===== src/rtl/data_cache.sv =====
//==============================================================================
// Module      : data_cache
// Description : Direct-mapped, write-back data cache. It has 8 lines of one
//               32-bit block each. It serves CPU byte loads and stores, stalls
//               the CPU through BUSYWAIT, and on a miss runs block write-back
//               and block fetch transactions with the data memory.
// Revision    : 1.0 - initial release
//==============================================================================
`timescale 1ns/1ps
`default_nettype none

module data_cache (
    input  logic        CLK,
    input  logic        RESET,
    input  logic        READ,
    input  logic        WRITE,
    input  logic [7:0]  ADDRESS,
    input  logic [7:0]  WRITEDATA,
    output logic [7:0]  READDATA,
    output logic        BUSYWAIT,
    output logic        MEM_READ,
    output logic        MEM_WRITE,
    output logic [5:0]  MEM_ADDRESS,
    output logic [31:0] MEM_WRITEDATA,
    input  logic [31:0] MEM_READDATA,
    input  logic        MEM_BUSYWAIT
);

    localparam logic [1:0] S_IDLE      = 2'd0;
    localparam logic [1:0] S_WRITEBACK = 2'd1;
    localparam logic [1:0] S_FETCH     = 2'd2;
    localparam logic [1:0] S_UPDATE    = 2'd3;

    logic [1:0]  state_q, state_d;
    logic [7:0]  valid_q;
    logic [7:0]  dirty_q;
    logic [2:0]  tag_q  [8];
    logic [31:0] data_q [8];

    logic [2:0]  w_tag;
    logic [2:0]  w_index;
    logic [1:0]  w_offset;
    logic [31:0] w_line;
    logic        w_hit;
    logic        w_req;
    logic        w_write_hit;
    logic        w_fill;
    logic [31:0] w_merged;

    assign w_tag    = ADDRESS[7:5];
    assign w_index  = ADDRESS[4:2];
    assign w_offset = ADDRESS[1:0];
    assign w_line   = data_q[w_index];
    assign w_hit    = valid_q[w_index] && (tag_q[w_index] == w_tag);
    assign w_req    = READ | WRITE;

    // A store wins over a load when both are requested.
    assign w_write_hit = (state_q == S_IDLE) && WRITE && w_hit;
    assign w_fill      = (state_q == S_FETCH) && !MEM_BUSYWAIT;

    // The CPU stalls unless an IDLE hit can complete the request this cycle.
    assign BUSYWAIT = w_req && !((state_q == S_IDLE) && w_hit);

    // Select the load byte from the indexed line.
    always_comb begin
        READDATA = 8'h00;
        case (w_offset)
            2'd0:    READDATA = w_line[7:0];
            2'd1:    READDATA = w_line[15:8];
            2'd2:    READDATA = w_line[23:16];
            default: READDATA = w_line[31:24];
        endcase
    end

    // Build the indexed line with the store byte merged in.
    always_comb begin
        w_merged = w_line;
        w_merged[8*w_offset +: 8] = WRITEDATA;
    end

    // Choose the next controller state.
    always_comb begin
        state_d = state_q;
        case (state_q)
            S_IDLE: begin
                if (w_req && !w_hit) begin
                    state_d = (valid_q[w_index] && dirty_q[w_index]) ? S_WRITEBACK : S_FETCH;
                end
            end
            S_WRITEBACK: if (!MEM_BUSYWAIT) state_d = S_FETCH;
            S_FETCH:     if (!MEM_BUSYWAIT) state_d = S_UPDATE;
            default:     state_d = S_IDLE;
        endcase
    end

    // Drive memory requests. The bus is zero outside WRITEBACK and FETCH.
    always_comb begin
        MEM_READ      = 1'b0;
        MEM_WRITE     = 1'b0;
        MEM_ADDRESS   = 6'd0;
        MEM_WRITEDATA = 32'd0;
        case (state_q)
            S_WRITEBACK: begin
                MEM_WRITE     = 1'b1;
                MEM_ADDRESS   = {tag_q[w_index], w_index};
                MEM_WRITEDATA = w_line;
            end
            S_FETCH: begin
                MEM_READ    = 1'b1;
                MEM_ADDRESS = ADDRESS[7:2];
            end
            default: ;
        endcase
    end

    // Controller state register. Reset drops any memory transaction at once.
    always_ff @(posedge CLK or negedge RESET) begin
        if (!RESET) begin
            state_q <= S_IDLE;
        end else begin
            state_q <= state_d;
        end
    end

    // Line storage. Store hits merge one byte. Fetches replace the whole block.
    always_ff @(posedge CLK or negedge RESET) begin
        if (!RESET) begin
            valid_q <= 8'd0;
            dirty_q <= 8'd0;
            for (int i = 0; i < 8; i++) begin
                tag_q[i]  <= 3'd0;
                data_q[i] <= 32'd0;
            end
        end else if (w_write_hit) begin
            data_q[w_index]  <= w_merged;
            dirty_q[w_index] <= 1'b1;
        end else if (w_fill) begin
            data_q[w_index]  <= MEM_READDATA;
            tag_q[w_index]   <= w_tag;
            valid_q[w_index] <= 1'b1;
            dirty_q[w_index] <= 1'b0;
        end
    end

endmodule

`default_nettype wire

===== config.mk =====
export PLATFORM = sky130hd
export DESIGN_NAME = data_cache
export DESIGN_NICKNAME = d
export VERILOG_FILES = /design/src/rtl/data_cache.sv
export SDC_FILE = /design/constraint.sdc
export NUM_CORES = 1
export LEC_CHECK = 0
export BUFFER_PORTS_ARGS = -buffer_cell sky130_fd_sc_hd__buf_2
export CORE_MARGIN = 5
export CORE_UTILIZATION = 65
export DETAILED_ROUTE_END_ITERATION = 10
export GPL_ROUTABILITY_DRIVEN = 0
export PLACE_DENSITY = 0.91
export SLEW_MARGIN = 25
export SYNTH_ARGS = -nofsm -noshare
export SYNTH_HDL_FRONTEND = slang
export SYNTH_SLANG_ARGS = --single-unit

===== constraint.sdc =====
create_clock -name CLK -period 10.9 [get_ports CLK]
set_input_delay 3.27 -clock CLK [delete_from_list [all_inputs] [get_ports CLK]]
set_output_delay 3.27 -clock CLK [all_outputs]
set_load 0.05 [all_outputs]

==> results.py <==
metrics = {
    "clock_network": {
        "clk_latency_ns": 0.57,
        "clk_root_buffer_cell": "clkbuf_16",
        "cts_num_sinks": 298,
        "post_cts_resized": 0,
        "cts_tree": "built",
        "clkTransAtPathRegs_ns": 0.06,
        "htree_levels": 1,
        "post-cts-setup-buffers": 0,
        "cts_hold_buf": 0,
        "cts_made_buffers": 29,
        "clk_path_buf_depth": 3,
    },
    "grt": {
        "grt_usage": 0.374,
        "grt_max_degree": 83,
        "antenna_found_initial": 2,
        "grt_pass1_vias": 13200,
        "grt_overflow": 0,
        "grt_pass1_wl_mm": 81.7,
    },
    "yosys": {
        "yosys_warnings": 0,
        "ys_seq_area_frac": 0.454,
        "ys_top_cells_by_area": "dfrtp_1 45%, a2bb2oi_2 22%, o22ai_4 3.7%",
        "synth_seq_cells": 298,
        "avgSynthCellArea_um2": 13.9,
        "synth_cell_types": 58,
        "yosysTopAreaCell": "dfrtp_1",
        "syn_inst": 1185,
        "synth_edf_count": 0,
        "synth_area_um2": 16400,
        "synth_ff_type": "dfrtp_1",
        "syn_nets": 1248,
        "ys_async_sr_fraction": 1.00,
        "netlist.area_leader.share": 0.454,
    },
    "die": {
        "die_x_um": 169,
        "initial_core_util": 0.657,
        "die_y_um": 169,
        "fp.dieArea_um2": 28600,
        "rows": 58,
        "core_um2": 25000,
        "ios": 102,
    },
    "sta": {
        "fin_tns_setup_ns": 0,
        "fin_crit_sh": 0.904,
        "setup_viol": 0,
        "period_needed_ns": 9.85,
        "rsz0062_at_grt": "no",
        "worstMarginPinSlew_ns": 1.05,
        "finalHoldViolCount": 0,
        "timing.hold.ws_ns": 0.467,
        "skew_ns": 0.0268,
        "setup_slack_ns": 1.05,
        "slew_headroom": 0.294,
        "fmax_mhz": 102,
        "maxSlewViolCount": 0,
    },
    "placement": {
        "pre_cts_slack_ns": 1.42,
        "dpl.hpwl_mm": 32.8,
        "numPortBuffers": 101,
        "dpl_cell_area_um2": 17000,
    },
    "worst_setup_path": {
        "crit_path_start_kind": "primary input",
        "path_max_fanout": 31,
        "r2r_slack_ns": 6.70,
        "crit_required_ns": 7.63,
        "regToRegEndpoint": "data_q[251]$_DFFE_PN0P_",
        "end_kind": "output port",
        "reg2reg_depth": 9,
        "worstPathArrival_ns": 6.58,
        "r2r-start": "tag_q[8]$_DFFE_PN0P_",
        "path_class": "primary input to output port",
    },
    "final_layout": {
        "final_core_util": 0.721,
        "nNetsFinal": 1313,
        "layout_common_cells": "298 x dfrtp_1, 240 x a2bb2oi_2, 99 x buf_2",
        "diodes": 0,
        "layout-drive-gt1-share": 0.409,
        "final_common_cell": "dfrtp_1",
        "syn2layout_area_growth_pct": 9.80,
        "final_area_um2": 18100,
        "fillers": 1505,
    },
    "power_and_ir_drop": {
        "leakage_nw": 7.23,
        "irDropWorstVdd_mv": 0.193,
        "power.density_nw_per_um2": 294,
    },
    "route": {
        "first_iter_violations": 1892,
        "wl_per_cell_um": 33.4,
        "vias": 12700,
        "dr.pass1.iters": 7,
        "drt_wl_total_mm": 53.5,
        "postRouteAntennaNets": 0,
        "avgViaCountPerCell": 7.93,
        "drc_errors": 0,
    },
    "min_path": {
        "min_to": "valid_q[4]$_DFFE_PN0P_",
        "hp-start": "valid_q[4]$_DFFE_PN0P_",
        "holdPathStages": 1,
        "holdCritPathClass": "register to register",
    },
    "run_status": {
        "status": "completed",
    },
    "job": {
        "max-cap-violations": 0,
    },
}
## synth_stat cells, drive strengths merged (3+ instances only)
library cell and instances:
a21oi 20, a221o 6, a221oi 34, a222oi 3, a22o 20, a22oi 22
a2bb2oi 240, and2 17, buf 62, clkbuf 46, clkinv 3, dfrtp 298
ha 10, inv 11, mux2 50, mux2i 36, mux4 18, nand2 51
nand2b 9, nand3 9, nor2 39, nor2b 8, nor3 9, nor4b 3
o21ai 72, o22a 24, o22ai 41
## registers in the layout, summed over array words and instances (netlist names), named ones only
name	count
data_q	256
tag_q	24
valid_q	8
state_q	2
## per-layer routing
layer / vias up / track usage / part of all wire / wire, um
li1: 4803 / - / - / -
met1: 6323 / 0.473 / 0.34 / 18300
met2: 1136 / 0.560 / 0.44 / 23300
met3: 427 / 0.139 / 0.14 / 7570
met4: 2 / 0.208 / 0.081 / 4310
met5: - / 0 / 0.00021 / 11
## cell type report
class / count / area [um2] / share of cell area
Clock inverter: 10 / 229 / 0.0127
Inverter: 14 / 52.6 / 0.00291
Tap cell: 330 / 413 / 0.0229
Timing Repair Buffer: 142 / 833 / 0.0462
Multi-Input combinational cell: 765 / 8220 / 0.455
Sequential cell: 298 / 7460 / 0.413
Clock buffer: 42 / 845 / 0.0468
## through the flow
stage	power [mW]	instances
6_report	5.31	1601
5_1_grt	5.48	1601
4_1_cts	5.25	1601
3_5_place_dp	4.08	1549
3_3_place_gp	3.95	1549
2_1_floorplan	3.57	1185
## kinds of logic after synthesis
group | Yosys count | share of synthesized area
AO/OA/AOI/OAI | 500 | 0.361
buffers and inverters | 122 | 0.0499
flip-flops | 298 | 0.454
AND/OR/NAND/NOR | 149 | 0.0459
multiplexers | 104 | 0.0808
adder cells (fa/ha/maj) | 10 | 0.00761
XOR/XNOR | 2 | 0.00107
## worst max-delay path by stage
stage          startpoint  cells after the start     endpoint
5_1_grt        ADDRESS[3]                      8  READDATA[3]
3_5_place_dp   ADDRESS[3]                      8  READDATA[3]
3_3_place_gp   ADDRESS[3]                      8  READDATA[3]
6_report       ADDRESS[2]                      9  READDATA[2]
2_1_floorplan  ADDRESS[2]                     11  READDATA[6]
4_1_cts        ADDRESS[2]                      9  READDATA[2]
## power breakdown
part	switching (mW)	leakage (nW)	total [mW]	internal, mW
sequential	0.455	3.50	2.12	1.67
combinational	1.03	3.21	2.05	1.02
clock	0.441	0.526	1.14	0.700
## worst max-delay path, cell delays in order
cell and delay, ns:
buf_4 0.40, buf_4 0.54, nor2b_1 0.46, buf_4 0.28
a22oi_1 0.11, o22ai_1 0.61, a221oi_1 0.37, mux2i_1 0.21
buf_2 0.28
Note: power is estimated with default switching activity, not from simulation.
